==> src/rtl/aibcr3pnr_bsr_chain_ctrl_if.sv <==
// Host-side request/response bundle for the BSR chain sequencer.
// Master is the TAP/DFT host, slave is the sequencer.
interface aibcr3pnr_bsr_chain_ctrl_if #(
  parameter int unsigned CHAIN_LEN = 16
);
  logic                 req;
  logic                 abort;
  logic [CHAIN_LEN-1:0] wdata;
  logic                 cfg_mode;
  logic                 cfg_intest;
  logic                 cfg_rstb_en;
  logic                 cfg_rstb;
  logic                 busy;
  logic                 done;
  logic [CHAIN_LEN-1:0] rdata;

  modport master (
    output req, abort, wdata, cfg_mode, cfg_intest, cfg_rstb_en, cfg_rstb,
    input  busy, done, rdata
  );

  modport slave (
    input  req, abort, wdata, cfg_mode, cfg_intest, cfg_rstb_en, cfg_rstb,
    output busy, done, rdata
  );
endinterface

==> src/rtl/aibcr3pnr_bsr_chain_ctrl.sv <==
// Initiator-side sequencer for the AIB JTAG boundary-scan chain: one capture
// pulse, then CHAIN_LEN shift pulses, with serial write-in and parallel read-back.
module aibcr3pnr_bsr_chain_ctrl #(
  parameter int unsigned CHAIN_LEN = 16,
  parameter int unsigned CNT_W     = 8
) (
  input  logic                             clk,
  input  logic                             rstb,
  aibcr3pnr_bsr_chain_ctrl_if.slave        host,
  output logic                             jtag_clkdr_out,
  output logic                             jtag_tx_scanen_out,
  output logic                             jtag_tx_scan_out,
  input  logic                             jtag_rx_scan_in,
  output logic                             jtag_mode_out,
  output logic                             jtag_intest_out,
  output logic                             jtag_rstb_en_out,
  output logic                             jtag_rstb_out
);

  typedef enum logic [1:0] {
    S_IDLE,
    S_CAPTURE,
    S_SHIFT,
    S_DONE
  } state_e;

  localparam logic [CNT_W-1:0] LAST_CNT = CNT_W'(CHAIN_LEN - 1);

  state_e               state_q, state_d;
  logic                 phase_q, phase_d;
  logic [CNT_W-1:0]     cnt_q, cnt_d;
  logic [CHAIN_LEN-1:0] sr_q, sr_d;

  logic                 busy_q, busy_d;
  logic                 done_q, done_d;
  logic [CHAIN_LEN-1:0] rdata_q, rdata_d;
  logic                 clkdr_q, clkdr_d;
  logic                 scanen_q, scanen_d;
  logic                 tx_q, tx_d;
  logic                 mode_q, mode_d;
  logic                 intest_q, intest_d;
  logic                 rstb_en_q, rstb_en_d;
  logic                 rstb_out_q, rstb_out_d;

  always_ff @(posedge clk or negedge rstb) begin
    if (!rstb) begin
      state_q    <= S_IDLE;
      phase_q    <= 1'b0;
      cnt_q      <= '0;
      sr_q       <= '0;
      busy_q     <= 1'b0;
      done_q     <= 1'b0;
      rdata_q    <= '0;
      clkdr_q    <= 1'b0;
      scanen_q   <= 1'b0;
      tx_q       <= 1'b0;
      mode_q     <= 1'b0;
      intest_q   <= 1'b0;
      rstb_en_q  <= 1'b0;
      rstb_out_q <= 1'b1;
    end else begin
      state_q    <= state_d;
      phase_q    <= phase_d;
      cnt_q      <= cnt_d;
      sr_q       <= sr_d;
      busy_q     <= busy_d;
      done_q     <= done_d;
      rdata_q    <= rdata_d;
      clkdr_q    <= clkdr_d;
      scanen_q   <= scanen_d;
      tx_q       <= tx_d;
      mode_q     <= mode_d;
      intest_q   <= intest_d;
      rstb_en_q  <= rstb_en_d;
      rstb_out_q <= rstb_out_d;
    end
  end

  // phase 0 = clkdr low (L), phase 1 = clkdr high (H); the shift happens as H closes
  always_comb begin
    state_d = state_q;
    phase_d = phase_q;
    cnt_d   = cnt_q;
    sr_d    = sr_q;
    case (state_q)
      S_IDLE: begin
        if (host.req) begin
          state_d = S_CAPTURE;
          phase_d = 1'b0;
          cnt_d   = '0;
          sr_d    = host.wdata;
        end
      end
      S_CAPTURE: begin
        if (host.abort) begin
          state_d = S_IDLE;
          phase_d = 1'b0;
          cnt_d   = '0;
        end else if (!phase_q) begin
          phase_d = 1'b1;
        end else begin
          state_d = S_SHIFT;
          phase_d = 1'b0;
        end
      end
      S_SHIFT: begin
        if (host.abort) begin
          state_d = S_IDLE;
          phase_d = 1'b0;
          cnt_d   = '0;
        end else if (!phase_q) begin
          phase_d = 1'b1;
        end else begin
          sr_d    = {jtag_rx_scan_in, sr_q[CHAIN_LEN-1:1]};
          phase_d = 1'b0;
          if (cnt_q == LAST_CNT) begin
            state_d = S_DONE;
            cnt_d   = '0;
          end else begin
            cnt_d = cnt_q + 1'b1;
          end
        end
      end
      S_DONE: begin
        state_d = S_IDLE;
        phase_d = 1'b0;
      end
      default: begin
        state_d = S_IDLE;
        phase_d = 1'b0;
        cnt_d   = '0;
      end
    endcase
  end

  // Outputs are registered, so they are decoded from the next state; tx follows
  // sr_d[0], which only moves when a new L phase begins.
  always_comb begin
    busy_d     = (state_d != S_IDLE);
    done_d     = (state_d == S_DONE);
    rdata_d    = (state_d == S_DONE) ? sr_d : rdata_q;
    clkdr_d    = ((state_d == S_CAPTURE) || (state_d == S_SHIFT)) && phase_d;
    scanen_d   = (state_d == S_SHIFT);
    tx_d       = (state_d == S_SHIFT) ? sr_d[0] : 1'b0;
    mode_d     = mode_q;
    intest_d   = intest_q;
    rstb_en_d  = rstb_en_q;
    rstb_out_d = rstb_out_q;
    if ((state_q == S_IDLE) && host.req) begin
      mode_d     = host.cfg_mode;
      intest_d   = host.cfg_intest;
      rstb_en_d  = host.cfg_rstb_en;
      rstb_out_d = host.cfg_rstb;
    end
  end

  assign host.busy          = busy_q;
  assign host.done          = done_q;
  assign host.rdata         = rdata_q;
  assign jtag_clkdr_out     = clkdr_q;
  assign jtag_tx_scanen_out = scanen_q;
  assign jtag_tx_scan_out   = tx_q;
  assign jtag_mode_out      = mode_q;
  assign jtag_intest_out    = intest_q;
  assign jtag_rstb_en_out   = rstb_en_q;
  assign jtag_rstb_out      = rstb_out_q;

endmodule

==> src/flat_wrapper.sv <==
// flat-port wrapper written by rule: the top's interface ports become plain ports
module aibcr3pnr_bsr_chain_ctrl_flat 
#(
  parameter int unsigned CHAIN_LEN = 16,
  parameter int unsigned CNT_W     = 8
)
  (clk, rstb, jtag_clkdr_out, jtag_tx_scanen_out, jtag_tx_scan_out, jtag_rx_scan_in, jtag_mode_out, jtag_intest_out, jtag_rstb_en_out, jtag_rstb_out, host_req, host_abort, host_wdata, host_cfg_mode, host_cfg_intest, host_cfg_rstb_en, host_cfg_rstb, host_busy, host_done, host_rdata);
  aibcr3pnr_bsr_chain_ctrl_if #(.CHAIN_LEN(CHAIN_LEN)) host_i ();
  input  logic clk;
  input  logic rstb;
  output logic jtag_clkdr_out;
  output logic jtag_tx_scanen_out;
  output logic jtag_tx_scan_out;
  input  logic jtag_rx_scan_in;
  output logic jtag_mode_out;
  output logic jtag_intest_out;
  output logic jtag_rstb_en_out;
  output logic jtag_rstb_out;
  input wire logic [$bits(host_i.req)-1:0] host_req;
  input wire logic [$bits(host_i.abort)-1:0] host_abort;
  input wire logic [$bits(host_i.wdata)-1:0] host_wdata;
  input wire logic [$bits(host_i.cfg_mode)-1:0] host_cfg_mode;
  input wire logic [$bits(host_i.cfg_intest)-1:0] host_cfg_intest;
  input wire logic [$bits(host_i.cfg_rstb_en)-1:0] host_cfg_rstb_en;
  input wire logic [$bits(host_i.cfg_rstb)-1:0] host_cfg_rstb;
  output wire logic [$bits(host_i.busy)-1:0] host_busy;
  output wire logic [$bits(host_i.done)-1:0] host_done;
  output wire logic [$bits(host_i.rdata)-1:0] host_rdata;
  assign host_i.req = host_req;
  assign host_i.abort = host_abort;
  assign host_i.wdata = host_wdata;
  assign host_i.cfg_mode = host_cfg_mode;
  assign host_i.cfg_intest = host_cfg_intest;
  assign host_i.cfg_rstb_en = host_cfg_rstb_en;
  assign host_i.cfg_rstb = host_cfg_rstb;
  assign host_busy = host_i.busy;
  assign host_done = host_i.done;
  assign host_rdata = host_i.rdata;
  aibcr3pnr_bsr_chain_ctrl #(.CHAIN_LEN(CHAIN_LEN), .CNT_W(CNT_W)) u_core (.clk(clk), .rstb(rstb), .host(host_i), .jtag_clkdr_out(jtag_clkdr_out), .jtag_tx_scanen_out(jtag_tx_scanen_out), .jtag_tx_scan_out(jtag_tx_scan_out), .jtag_rx_scan_in(jtag_rx_scan_in), .jtag_mode_out(jtag_mode_out), .jtag_intest_out(jtag_intest_out), .jtag_rstb_en_out(jtag_rstb_en_out), .jtag_rstb_out(jtag_rstb_out));
endmodule
==> config.mk <==
export PLATFORM = sky130hd
export DESIGN_NAME = aibcr3pnr_bsr_chain_ctrl_flat
export DESIGN_NICKNAME = d
export VERILOG_FILES = /design/src/rtl/aibcr3pnr_bsr_chain_ctrl_if.sv /design/src/rtl/aibcr3pnr_bsr_chain_ctrl.sv /design/src/flat_wrapper.sv
export SDC_FILE = /design/constraint.sdc
export NUM_CORES = 1
export LEC_CHECK = 0
export ABC_AREA = 1
export BUFFER_PORTS_ARGS = -buffer_cell sky130_fd_sc_hd__buf_2
export CORE_UTILIZATION = 55
export DETAILED_ROUTE_END_ITERATION = 7
export PLACE_DENSITY_LB_ADDON = 0.25
export SLEW_MARGIN = 40
export SYNTH_ARGS = -nofsm -noshare
export SYNTH_HDL_FRONTEND = slang
export SYNTH_SLANG_ARGS = --single-unit
==> constraint.sdc <==
create_clock -name clk -period 4.9 [get_ports clk]
set_clock_uncertainty 0.15 [all_clocks]
set_input_delay 0.245 -clock clk [delete_from_list [all_inputs] [get_ports clk]]
set_output_delay 0.245 -clock clk [all_outputs]
set_load 0.01 [all_outputs]
==> results of run 1 <==
## cell usage in the layout (no fill, tap or decap)
master	n
nand2_4	1
buf_2	49
dfstp_2	1
o21ai_0	3
nor2_8	1
nand3b_1	1
clkbuf_8	6
nand2_2	21
a21boi_0	1
dlygate4sd3_1	5
nor3_1	1
a21oi_1	5
clkbuf_1	1
inv_1	35
nor2_2	2
nor2_1	17
nand3_1	14
nand4_1	1
inv_2	4
ha_1	9
buf_4	1
nand2_1	158
dfrtp_1	51
o211ai_1	1
clkinv_4	1
## power by group
part | leakage, nW | internal [W] | switching, W
Sequential | 0.686 | 0.000586 | 0.0000905
Clock | 0.0484 | 0.000116 | 0.000138
Combinational | 1.08 | 0.000205 | 0.000369
## cell usage after synthesis (all sizes together)
cell type | count | share of area, %
nand2 | 180 | 28
clkbuf | 1 | 0.53
nand3b | 1 | 0.29
a21oi | 5 | 0.96
inv | 39 | 5.6
nand4 | 1 | 0.24
o211ai | 1 | 0.29
dfrtp | 51 | 49
nor2 | 20 | 3.7
nor3 | 1 | 0.19
a21boi | 1 | 0.29
buf | 6 | 2.5
o21ai | 3 | 0.57
dfstp | 1 | 1.0
ha | 9 | 4.3
nand3 | 14 | 2.7
## layout make-up
class | count | share of cell area, %
Clock buffer | 7 | 2.877
Clock inverter | 1 | 0.2919
Inverter | 39 | 4.879
Multi-Input combinational cell | 236 | 36.28
Sequential cell | 52 | 43.41
Tap cell | 52 | 2.168
Timing Repair Buffer | 55 | 10.09
## through the flow
step           hold slack [ps]  power [W]
2_1_floorplan           -200.6   0.001079
3_3_place_gp             248.2   0.001237
3_5_place_dp             250.0   0.001255
4_1_cts                  67.94   0.001517
5_1_grt                  88.39   0.001622
6_report                 74.30   0.001505
## flip-flops by register name, summed over array words and instances (netlist names)
name and flops:
u_core.cnt_q 8, u_core.phase_q 1, u_core.sr_q 16, u_core.host.busy 1, u_core.jtag_intest_out 1, u_core.jtag_rstb_out 1, u_core.jtag_tx_scanen_out 1, u_core.jtag_mode_out 1
u_core.host.done 1, u_core.jtag_clkdr_out 1, u_core.state_q 2, u_core.jtag_tx_scan_out 1, u_core.jtag_rstb_en_out 1, u_core.host.rdata 16
## critical path, cell delays in order (launching register included)
cell and delay (ps):
dfrtp_1 420, inv_1 100, ha_1 340, nand2_4 130, nor2_8 260, nand3_1 140, nand2_1 80, nor2_1 50
inv_1 120, ha_1 580, inv_1 430, nand2_1 150, nand2_1 70
## kinds of logic (layout without fill, tap and decap cells)
family	count (synthesis)	after routing	share of synthesized area, %
DFF	52	52	49.78
adders and majority gates	9	9	4.304
buffers and inverters	46	102	8.608
AOI/OAI and AO/OA	10	10	2.104
and+or+nand+nor	217	217	35.20
## routing by layer
layer	wire length, um	vias up
met4	52	0
li1	-	1110
met1	2483	995
met3	280	5
met2	2405	50
met5	0	-
## how the worst max path moves through the flow
stage / start / end / slack (ps) / depth (start not counted)
after detailed placement: u_core.state_q[0] / u_core.host.rdata[0] / 1760 / 12
after CTS: u_core.state_q[0] / u_core.host.rdata[0] / 1740 / 12
after floorplan: u_core.state_q[0] / u_core.host.rdata[10] / 2580 / 15
after global routing: u_core.state_q[0] / u_core.host.rdata[11] / 1470 / 12
final: u_core.state_q[0] / u_core.host.rdata[0] / 1750 / 12
after global placement: u_core.state_q[0] / u_core.host.rdata[0] / 1890 / 12
==> results.txt, run 1 <==
The run finished, with violations left. The final reports fail on DRC. The layout has 376 filler cells. The required arrival time at the worst endpoint was 4940 ps; the mean routed wirelength per cell was 11.81 um. For this run, design rule violations remaining after detail routing come to 4. The kind of end point of the critical path is a flip-flop. After layout, the worst setup slack is 1750 ps. The logs give 1998 for the number of global-route vias before repair and 429 for the post-placement cell count.

The sequential cells in the finished layout cover a total of 0.001303 mm^2. The share of post-route cells with drive strength above 1 came out at 22.31%. The origin of the worst min-delay path was host_wdata[5]. The effective utilization at floorplan came out at 58.47%.

The repair_antennas step left the layout with diodes totalling 0. The I/O pin count was 50. The logs give 1761 ps for the worst slack after detailed placement and 0.001089 mm^2 for the area occupied by multi-input gates. CTS saw 52 sinks. The path type of the worst min-delay path is in -> reg. Dividing the synthesized area by the synthesized cell count gives 7.833 um^2.

The chip height came out at 70.97 um. The tree is rooted in a clkbuf_8. Once detailed placement completed, the half-perimeter wirelength came to 3.628 mm. The standard cell core area is 0.004474 mm^2, and the maximum vdd ir drop is 0.2545 mV. Dividing the detail-routed via count by the number of cells gives 4.887. Sequential cells were found to cover 49.78% of the synthesized design area. With fillers left out, the area of the finished cells amounts to 0.003000 mm^2. Setup repair after global routing left no endpoint under its margin.

The worst register-to-register path begins at u_core.state_q[0]. Synthesis produced a netlist with a net count of 368. Of the available clock period, the critical path in the final layout requires 64.29%. Along the worst hold path, the cell count comes to 5.

The first global-routing pass estimated 8.887 mm of wire. The power density normalized to cell area is 501.5 mW/mm^2, and the number of cells produced by synthesis is 334. The register-to-register setup slack is 1750 ps, and the all-layer global routing usage is 22.69%. In this run the deepest clock path goes through 2 buffers.

For this block, the initial DRC count from the detailed router was 130. After clock tree synthesis, the clock-pin slew on the worst setup and hold paths is 100 ps. For this run, global-route usage on met1 was measured as 31.01%. Headroom to the max-slew limit came out at 57.39%. For the post-detailed-route count of antenna-violating nets, the log shows 0. The endpoint identified for the worst register-to-register timing path is u_core.host.rdata[0]. Summed over all cells, the static leakage comes to 1.814 nW. The worst setup path is launched from a flip-flop. Number of input and output port buffers inserted: 49.

For the cell area after synthesis, the log shows 0.002616 mm^2. For the final net count, the log shows 423. For the global routing usage on met3, the log shows 3.989%.

The die covers 0.005037 mm^2. Global routing used 36.43% of the available met2 tracks. For hold timing, the worst endpoint is u_core.sr_q[5]. The run gives 0 as the number of pins with negative max-slew slack in the final report.

In this run the horizontal extent of the chip is 70.97 um. The critical path is of the reg -> reg type. Global-route layer with the greatest usage: met2.

Counting distinct cell types in the post-synthesis netlist gives 23. For the worst flop-to-flop path, the logic depth is 12. The quantity of hold-fixing buffers added after cts was 5. Global routing finished with a remaining overflow of 0. The run gives 2160 as the via count. The pin slew with the least headroom to its limit was 639.2 ps. From synthesis to final layout, the design area changed by 14.68%. The final layout contains routed wiring with a total length of 5.222 mm. Entering global routing, the biggest net connects 53 pins. TritonCTS built the clock tree. Routability-driven placement finished with a final weighted congestion of 0.8822. After the flow finishes, the layout carries non-filler instances totaling 442.

The tools report the number of search-and-repair iterations in the first detailed-routing pass as 6. For the final-report hold violation count, the log shows 0. The quantity of gates resized following cts was 0.

In this run the number of H-tree levels came out at 2. STA puts the critical path data arrival time at 3190 ps. Setup violations remaining at the end of the flow were counted as 0.

Worst-skew pair later-pin latency: 310 ps. Once the clock tree was built, the setup fixing pass inserted 0 buffers. Counting the buffers created by CTS gives 5. The tool flagged a number of max-cap violations equal to 0. Number of antenna violations at the first check in global routing: 0. The post-layout utilization of the core was 67.06%. Static timing analysis puts the maximum clock frequency at 0.3174 GHz.

The synthesized design contains 52 register bits. For the finished layout, the period the worst path requires is 3150 ps. After floorplanning, the core was divided into 24 placement rows.

After detailed placement, the total cell area comes to 0.002855 mm^2. The tools report the setup TNS after final layout as 0 ps. Of all nets on the critical path, the largest fanout is 17. For this run, the number of Yosys warnings is 0.
No activity file was read; power rests on OpenSTA's default activity.
==> run 2, diff against run 1 <==
--- a/config.mk
+++ b/config.mk
@@ -7,7 +7,7 @@
 export LEC_CHECK = 0
 export ABC_AREA = 1
 export BUFFER_PORTS_ARGS = -buffer_cell sky130_fd_sc_hd__buf_2
-export CORE_UTILIZATION = 55
+export CORE_UTILIZATION = 50
 export DETAILED_ROUTE_END_ITERATION = 7
 export PLACE_DENSITY_LB_ADDON = 0.25
 export SLEW_MARGIN = 40
==> constraint.sdc (replaced) <==
create_clock -name clk -period 2.75 [get_ports clk]
set_clock_uncertainty 0.15 [all_clocks]
set_input_delay 0.1375 -clock clk [delete_from_list [all_inputs] [get_ports clk]]
set_output_delay 0.1375 -clock clk [all_outputs]
set_load 0.01 [all_outputs]
==> run 2 against run 1 <==
The flow now finishes without violations. Routed wire length rose by 4.8%. Via count rose by 3.2%. Clock-buffer cell count fell by 2. Sequential power rose by 79%. Die area rose by 9.7%. First-iteration DRC count fell by 36%. Critical endpoint is now u_core.host.rdata[15]. Largest cell class unchanged.
==> results.txt, run 2 (same netlist as run 1, synthesis figures left out) <==
The family with the most delay on the worst path was buffers and inverters. The final design area excluding fillers was 0.003189 mm^2 (+6.3%). Chip height: 74.34 um (+4.7%). The leakage dissipation was 1.890 nW (+4.2%). The final critical delay including setup and external delays was 2430 ps (-720.1 ps); the setup TNS after final layout was 0 ps (unchanged). The wire length of the first global-routing pass is 8.914 mm (+0.30%). The worst path setup slack after routing was 319.9 ps (-1430 ps). The largest individual stage delay along the critical path comes from the cell dlygate4sd3_1. The required arrival time at the worst endpoint came out at 2850 ps (-2090 ps). The endpoint with the worst hold slack is u_core.sr_q[0]. In this run the critical register-to-register path is launched from u_core.state_q[1]. The detailed placement HPWL is 3.607 mm (-0.57%), and the number of buffers and inverters on the critical path is 4 (+1). The die outline width is 74.34 um (+4.7%), and the instance count along the most critical hold path is 5 (unchanged). The final routed DRC violation total was 0 (-4).

For the number of pins with negative max-slew slack in the final report, the log shows 0 (unchanged). The worst hold path belongs to the class in -> reg. After global routing, the most crowded layer is met2. The ratio of routed vias to standard cells works out to 4.693 (-4.0%). The tools report the total detailed-routing wirelength as 5.471 mm (+4.8%). The deepest clock path buffer count was 2 (unchanged).

The tools report the relative max-transition margin as 64.43% (+7.0 points). The post-layout utilization of the core is 65.36% (-1.7 points). The worst path arrival time is 2530 ps (-660 ps), and the met2 usage in global routing is 38.18% (+1.8 points).

The startpoint type of the worst setup path is a flip-flop. The met1 global-route usage was 26.90% (-4.1 points); the maximum vdd ir drop was 0.4210 mV (+65%). The number of search-and-repair iterations in the first detailed-routing pass was 4 (-2). The register-to-register setup slack is 320 ps (-1430 ps). The logs give 0 (unchanged) for the final-report hold violation count and 0.8617 (-2.3%) for the placer's final routability congestion estimate. The share of post-route cells with drive strength above 1 was 22.06% (-0.25 points).

The number of global-route vias before repair was 2067 (+3.5%). The worst slack after detailed placement came out at 381.7 ps (-1379 ps). The area of the die was 0.005526 mm^2 (+9.7%); the final worst-path cycle share was 88.37% (+24 points). The run gives 0.004880 mm^2 (+9.1%) as the standard cell core area. The quantity of gates resized following cts was 0 (unchanged). In this run the clock root is driven by a clkbuf_8. The number of max-capacitance violations reported came out at 0 (unchanged). The peak clock frequency supported by timing is 0.4115 GHz (+30%), and the number of input and output port buffers inserted is 49 (unchanged). Leaving out fill and tap cells, the most frequent cells in the layout are nand2_1 (158), dfrtp_1 (51), buf_2 (49). The via count is 2229 (+3.2%), and the global routing usage on met3 is 4.065% (+0.076 points).

Clock buffer count from CTS: 5 (unchanged). The I/O pin count is 50 (unchanged). The run finished with clean final reports. The power density normalized to cell area works out to 845.7 mW/mm^2 (+69%). The H-tree depth is 2 (unchanged).

TritonCTS built the clock tree. The maximum net fanout on the critical path was 19 (+2). The number of sinks on the clock net came out at 52 (unchanged). The mean routed wirelength per cell was 11.52 um (-2.5%); the count of inserted antenna diode cells was 0 (unchanged).

The run gives 31 (-42%) as the maximum number of pins on one net before global-route repair. The critical path starts at u_core.state_q[1]. The clock input transition at the sequential cells of the worst setup and hold paths was 100 ps (about the same).

Commonest non-fill, non-tap cell in the layout: nand2_1. The setup violation total in the final timing report came out at 0 (unchanged). The number of gates on the worst path with buffers counted was 11 (-1); the number of design-rule violations left by the first detailed-router iteration was 83 (-36%). Kind of end point of the critical path: a flip-flop.

In this run the most critical hold path is launched from host_wdata[0]. Critical setup path kind: reg -> reg. The highest cell delay on the worst timing path came out at 540 ps (-40 ps).

The all-layer global routing usage was 21.29% (-1.4 points). The worst register-to-register path ends at u_core.host.rdata[15]. The final net count is 441 (+4.3%), and the post-detailed-route count of antenna-violating nets is 0 (unchanged). The run gives 53.62% (-4.9 points) as the effective utilization at floorplan. Setup repair after global routing left no endpoint under its margin. The cell occurring most often along the worst timing path is nand2_1. Pin slew with the least headroom to its limit: 533.5 ps (-105.6 ps). The worst-case reg-to-reg path depth was 11 (-1). The placement row count is 25 (+4.2%), and the number of antenna violations at the first check in global routing is 0 (unchanged). The area added between synthesis and finish is 21.90%.

The signal on the critical path passes through inv_1, ha_1, nand2_2, inv_2, nand2_1, nand2_1, dlygate4sd3_1, inv_1, nand2_1, nand2_1, nand2_1. The worst-skew pair later-pin latency was 310 ps (about the same). The logs give 0 (unchanged) for the total grt overflow and 0.002889 mm^2 (+1.2%) for the placed instance area.
-- run 2: cell types whose count changed in the layout (fill, tap and decap cells not counted) --
| cell | previous run | this run |
|---|---|---|
| buf_4 | 1 | 3 |
| clkbuf_1 | 1 | 0 |
| clkbuf_8 | 6 | 5 |
| clkinv_2 | 0 | 1 |
| clkinv_4 | 1 | 0 |
| clkinvlp_4 | 0 | 1 |
| dlygate4sd3_1 | 5 | 21 |
| inv_6 | 0 | 1 |
-- run 2: cell type report --
class / instances / area [um^2]
fill: 437 / 1690
sequential: 52 / 1303
multi-input combinational: 236 / 1089
timing repair buffer: 73 / 478.0
inverter: 39 / 146.4
tap: 67 / 83.83
clock buffer: 5 / 68.82
clock inverter: 3 / 21.27
-- run 2: repair_timing --
| action | CTS | global route |
|---|---|---|
| setup buffers | 0 | 0 |
| setup endpoints to repair | 0 | 0 |
| hold endpoints to repair | 42 | 0 |
| hold buffers | 21 | 0 |
-- run 2: worst max path at each step --
stage                                  to  slack (ps)
floorplan           u_core.host.rdata[10]         430
global placement     u_core.host.rdata[6]         480
detailed placement  u_core.host.rdata[13]         380
CTS                 u_core.host.rdata[15]         330
global route         u_core.host.rdata[6]          80
finish              u_core.host.rdata[15]         320
-- run 2: worst min-delay path, delay by kind of cell --
kind	cells	cell delay, ps
buffers and inverters	2	120
and+or+nand+nor	3	170
-- run 2: report_power, final --
part | total [W] | leakage (nW) | internal [W] | switching [W]
registers | 0.00121 | 0.686 | 0.00104 | 0.000163
clock network | 0.000446 | 0.0445 | 0.000181 | 0.000264
logic | 0.00105 | 1.16 | 0.000384 | 0.000661
total | 0.00270 | 1.89 | 0.00161 | 0.00109
-- run 2: stage by stage --
stage,hold slack [ps],instances,total power [W]
after floorplan,-308.1,334,0.001922
after global placement,-6.252,446,0.002211
after detailed placement,1.013,446,0.002239
after CTS,2.952,475,0.002714
after global routing,39.07,475,0.002901
final,6.284,475,0.002697
-- run 2: routing by layer --
layer	vias to the layer above	wire (um)
met2	45	2671
met1	1042	2598
li1	1140	-
met3	2	179
met5	-	0
met4	0	22
==> run 3, diff against run 2 <==
--- a/config.mk
+++ b/config.mk
@@ -5,9 +5,9 @@
 export SDC_FILE = /design/constraint.sdc
 export NUM_CORES = 1
 export LEC_CHECK = 0
-export ABC_AREA = 1
 export BUFFER_PORTS_ARGS = -buffer_cell sky130_fd_sc_hd__buf_2
-export CORE_UTILIZATION = 50
+export CAP_MARGIN = 20
+export CORE_UTILIZATION = 48
 export DETAILED_ROUTE_END_ITERATION = 7
 export PLACE_DENSITY_LB_ADDON = 0.25
 export SLEW_MARGIN = 40
==> run 3 against run 2 <==
Area after synthesis down 13%. Largest power group unchanged. Largest cell class unchanged. Via count is 18% lower. Sequential share of layout area increased by 3.3 points. Routed wire length down 14%. Worst hold slack improved by 32 ps. Power is 0.72% higher. Clock-buffer cell count unchanged. The run now ends with DRC left. Utilization rose by 1.0 points. First-iteration DRC count increased by 120%. Fmax decreased by 5.4%. Highest routed layer unchanged. Design area down 7.5%.
==> results.txt, run 3 <==
The tools report the count of inserted antenna diode cells as 0 (unchanged). For the setup TNS after final layout, the log shows 0 ps (unchanged). The share of synthesized flip-flops with an asynchronous set or reset works out to 100.0% (unchanged). After synthesis, the largest family of logic cells by area is compound AO/OA/AOI/OAI gates. The average instance area after synthesis is 11.01 um^2 (+41%), and the all-layer global routing usage is 19.92% (-1.4 points).

The share of the synthesized netlist area taken by xor and xnor gates is 0% (unchanged), and the total detailed-routing wirelength is 4.732 mm (-14%). The ratio of routed vias to standard cells was 5.479 (+17%). The H-tree depth was 2 (unchanged); the die outline width was 70.92 um (-4.6%). The commonest cells after synthesis are dfrtp_1 (51), inv_1 (22), nor2_1 (22). Clock input transition at the sequential cells of the worst setup and hold paths: 100 ps (about the same). The post-detailed-route count of antenna-violating nets was 0 (unchanged); the pin slew with the least headroom to its limit was 520.0 ps (-13.50 ps). The number of enable flip-flop cells after synthesis came out at 0 (unchanged). The instance count along the most critical hold path works out to 3 (-2). The main flop type after synthesis is dfrtp_1. The non-filler instance count after layout is 334 (-30%).

For the maximum number of pins on one net before global-route repair, the log shows 35 (+13%). For the power after layout, the log shows 0.002717 W (+0.72%). The area used by sequential logic in the layout came out at 0.001303 mm^2 (unchanged).

Counting stages on the worst path, the most repeated cell is nor2_1. The path type of the worst min-delay path was in -> reg. The run gives 65.33% (+0.90 points) as the relative max-transition margin. The clock buffer count from CTS was 5 (unchanged). Maximum net fanout on the critical path: 32 (+13). For the cell area after synthesis, the log shows 0.002280 mm^2 (-13%). Among cell families on the critical path, the largest total delay comes from simple AND/OR/NAND/NOR gates. The adder-cell area share of the yosys netlist is 4.940% (+0.64 points). The maximum vdd ir drop came out at 0.5042 mV (+20%).

The fraction of the mapped netlist area in simple logic gates was 12.13% (-23 points). STA classifies the critical path startpoint as a flip-flop. The most instantiated library cell after synthesis was dfrtp_1. The run gives 0 (unchanged) as the number of max-capacitance violations reported. The tools report the number of distinct library cells after synthesis as 40 (+74%). Share of the synthesized area in compound gates (AO/OA/AOI/OAI): 17.78% (+16 points).

By area the synthesized netlist is led by dfrtp_1 (56%), a222oi_1 (7.0%), ha_1 (4.9%), a21oi_1 (4.6%), inv_1 (3.6%). The signal on the critical path passes through inv_1, ha_2, and3b_1, and3_1, nor2_1, o22ai_1, ha_1, buf_6, nor2_1, a21oi_1. The final critical delay including setup and external delays is 2569 ps (+139.3 ps), and the via count is 1830 (-18%). The run gives 271 um (+51%) as the total length of routed met3 wires. The chip height was 70.92 um (-4.6%); the area of the die was 0.005029 mm^2 (-9.0%). The run gives 186 (+120%) as the number of design-rule violations left by the first detailed-router iteration.

For the setup violation total in the final timing report, the log shows 0 (unchanged). The fraction of synthesized cell area taken by the top area cell type is 55.98% (+7.2 points), and the number of gates on the worst path with buffers counted is 10 (-1). The tools report the leakage dissipation as 1.525 nW (-19%).

The run gives 241 (-35%) as the net count after synthesis. The uppermost signal routing layer after detailed routing is met4. The critical path's slowest cell is dfrtp_1.

The logs give 0 (unchanged) for the final-report hold violation count and 0 (unchanged) for the number of antenna violations at the first check in global routing. The number of cells produced by synthesis is 207 (-38%). The tools report the kind of end point of the critical path as a flip-flop.

The detailed placement HPWL was 3.063 mm (-15%); the total grt overflow was 0 (unchanged). Commonest non-fill, non-tap cell in the layout: dfrtp_1. The worst path arrival time is 2660 ps (+130 ps), and the post-placement cell count is 302 (-32%). The final worst-path cycle share was 93.43% (+5.1 points); the peak clock frequency supported by timing was 0.3892 GHz (-5.4%).

Critical setup path kind: reg -> reg. The logs give 310 ps (about the same) for the worst-skew pair later-pin latency and 52 (unchanged) for the number of sinks on the clock net. The mux cell area share after synthesis was 2.415% (+2.4 points).

The tools report the required arrival time at the worst endpoint as 2840 ps (about the same). The number of search-and-repair iterations in the first detailed-routing pass is 8 (+4), and the filler cell count in the final layout is 369 (-16%). Cell taking the most area after synthesis: dfrtp_1.

The standard cell core area came out at 0.004444 mm^2 (-8.9%). The share of synthesized area occupied by flip-flops and latches was 57.14% (+7.4 points). The run gives 6 (+6) as the final routed DRC violation total. The final worst hold slack was 38.09 ps (+31.81 ps); the deepest clock path buffer count was 2 (unchanged). The number of input and output port buffers inserted was 49 (unchanged). The mean routed wirelength per cell works out to 14.17 um (+23%). The number of register bits inferred by synthesis was 52 (unchanged). The total number of yosys warnings is 0 (unchanged). The flow ran to the end, but the final reports show violations. The logs give 51.30% (-2.3 points) for the effective utilization at floorplan and 7.659 mm (-14%) for the wire length of the first global-routing pass.

TritonCTS built the clock tree. The number of global-route vias before repair is 1662 (-20%). The worst-case reg-to-reg path depth was 10 (-1); the highest cell delay on the worst timing path was 430 ps (-110 ps). The final reports fail on DRC. In the layout the commonest cells are dfrtp_1 (51), buf_2 (49), inv_1 (22), nor2_1 (22). Share of post-route cells with drive strength above 1: 26.24% (+4.2 points).

Placer's final routability congestion estimate: 0.8880 (+3.1%). The number of buffers and inverters on the critical path is 2 (-2), and the met1 layer wirelength in the final routing is 2.143 mm (-18%). Setup repair after global routing left no endpoint under its margin. The number of pins with negative max-slew slack in the final report was 0 (unchanged); the area added between synthesis and finish was 29.36%.

The power density normalized to cell area is 921.2 mW/mm^2 (+8.9%). The met2 routed wirelength was 2.230 mm (-17%); the area occupied by multi-input gates was 852.1 um^2 (-22%). The final net count was 315 (-29%); the I/O pin count was 50 (unchanged).

Clock tree synthesis selected as its root buffer the cell clkbuf_8. The placement row count is 24 (-4.0%).
[run 3: repair_timing]
item | in CTS | in global routing
setup buffers | 0 | 2
endpoints found under the hold margin | 38 | 0
endpoints found under the setup margin | 0 | 16
hold buffers | 22 | 0
gates resized for setup | 0 | 5
[run 3: path summary, 6_finish.rpt]
kind	from	to	slack (ps)
worst max-delay path	u_core.state_q[0]	u_core.host.rdata[10]	180
worst min-delay path	jtag_rx_scan_in	u_core.host.rdata[15]	40
worst max register to register	u_core.state_q[0]	u_core.host.rdata[10]	180
worst min register to register	u_core.jtag_rstb_en_out	u_core.jtag_rstb_en_out	360
max in group asynchronous	rstb	u_core.jtag_rstb_out	1520
min in group asynchronous	rstb	u_core.cnt_q[5]	140
[run 3: worst reg2reg max path: stages, from the launching register on]
cell	delay [ps]
dfrtp_1	430
inv_1	130
ha_2	230
and3b_1	210
and3_1	250
nor2_1	90
o22ai_1	300
ha_1	230
buf_6	230
nor2_1	100
a21oi_1	130
[run 3: area by class of cell]
class                      count  share of cell area [%]
sequential                    52                   44.17
multi-input combinational    122                   28.89
timing repair buffer          78                   18.03
inverter                      22                   2.800
clock buffer                   5                   2.333
tap                           52                   2.206
clock inverter                 3                   1.570
[run 3: routing by layer]
metal,up-vias,global-route usage [%]
li1,900,-
met1,852,26.33
met2,70,31.94
met3,8,4.701
met4,0,8.000
met5,-,0
[run 3: logic make-up (layout without fill, tap and decap cells)]
logic type                 after synthesis  after routing
and+or+nand+nor                         51             51
AOI/OAI and AO/OA                       57             57
DFF                                     52             52
adders and majority gates                9              9
buffers and inverters                   33            108
muxes                                    5              5
[run 3: metrics by stage]
| step | util, % | worst slack, ps | cell area [um^2] |
|---|---|---|---|
| detailed placement | 58.11 | 184.4 | 2582 |
| global route | 66.36 | 12.86 | 2949 |
| floorplan | - | 287.3 | 2280 |
| global placement | 58.11 | 278.7 | 2582 |
| finish | 66.36 | 180.6 | 2949 |
| CTS | 65.65 | 23.77 | 2918 |
[run 3: power breakdown]
group | internal, W | total, W | switching, W
logic | 0.000449 | 0.000988 | 0.000539
clock network | 0.000276 | 0.000539 | 0.000263
registers | 0.00104 | 0.00119 | 0.000154
total | 0.00176 | 0.00272 | 0.000956
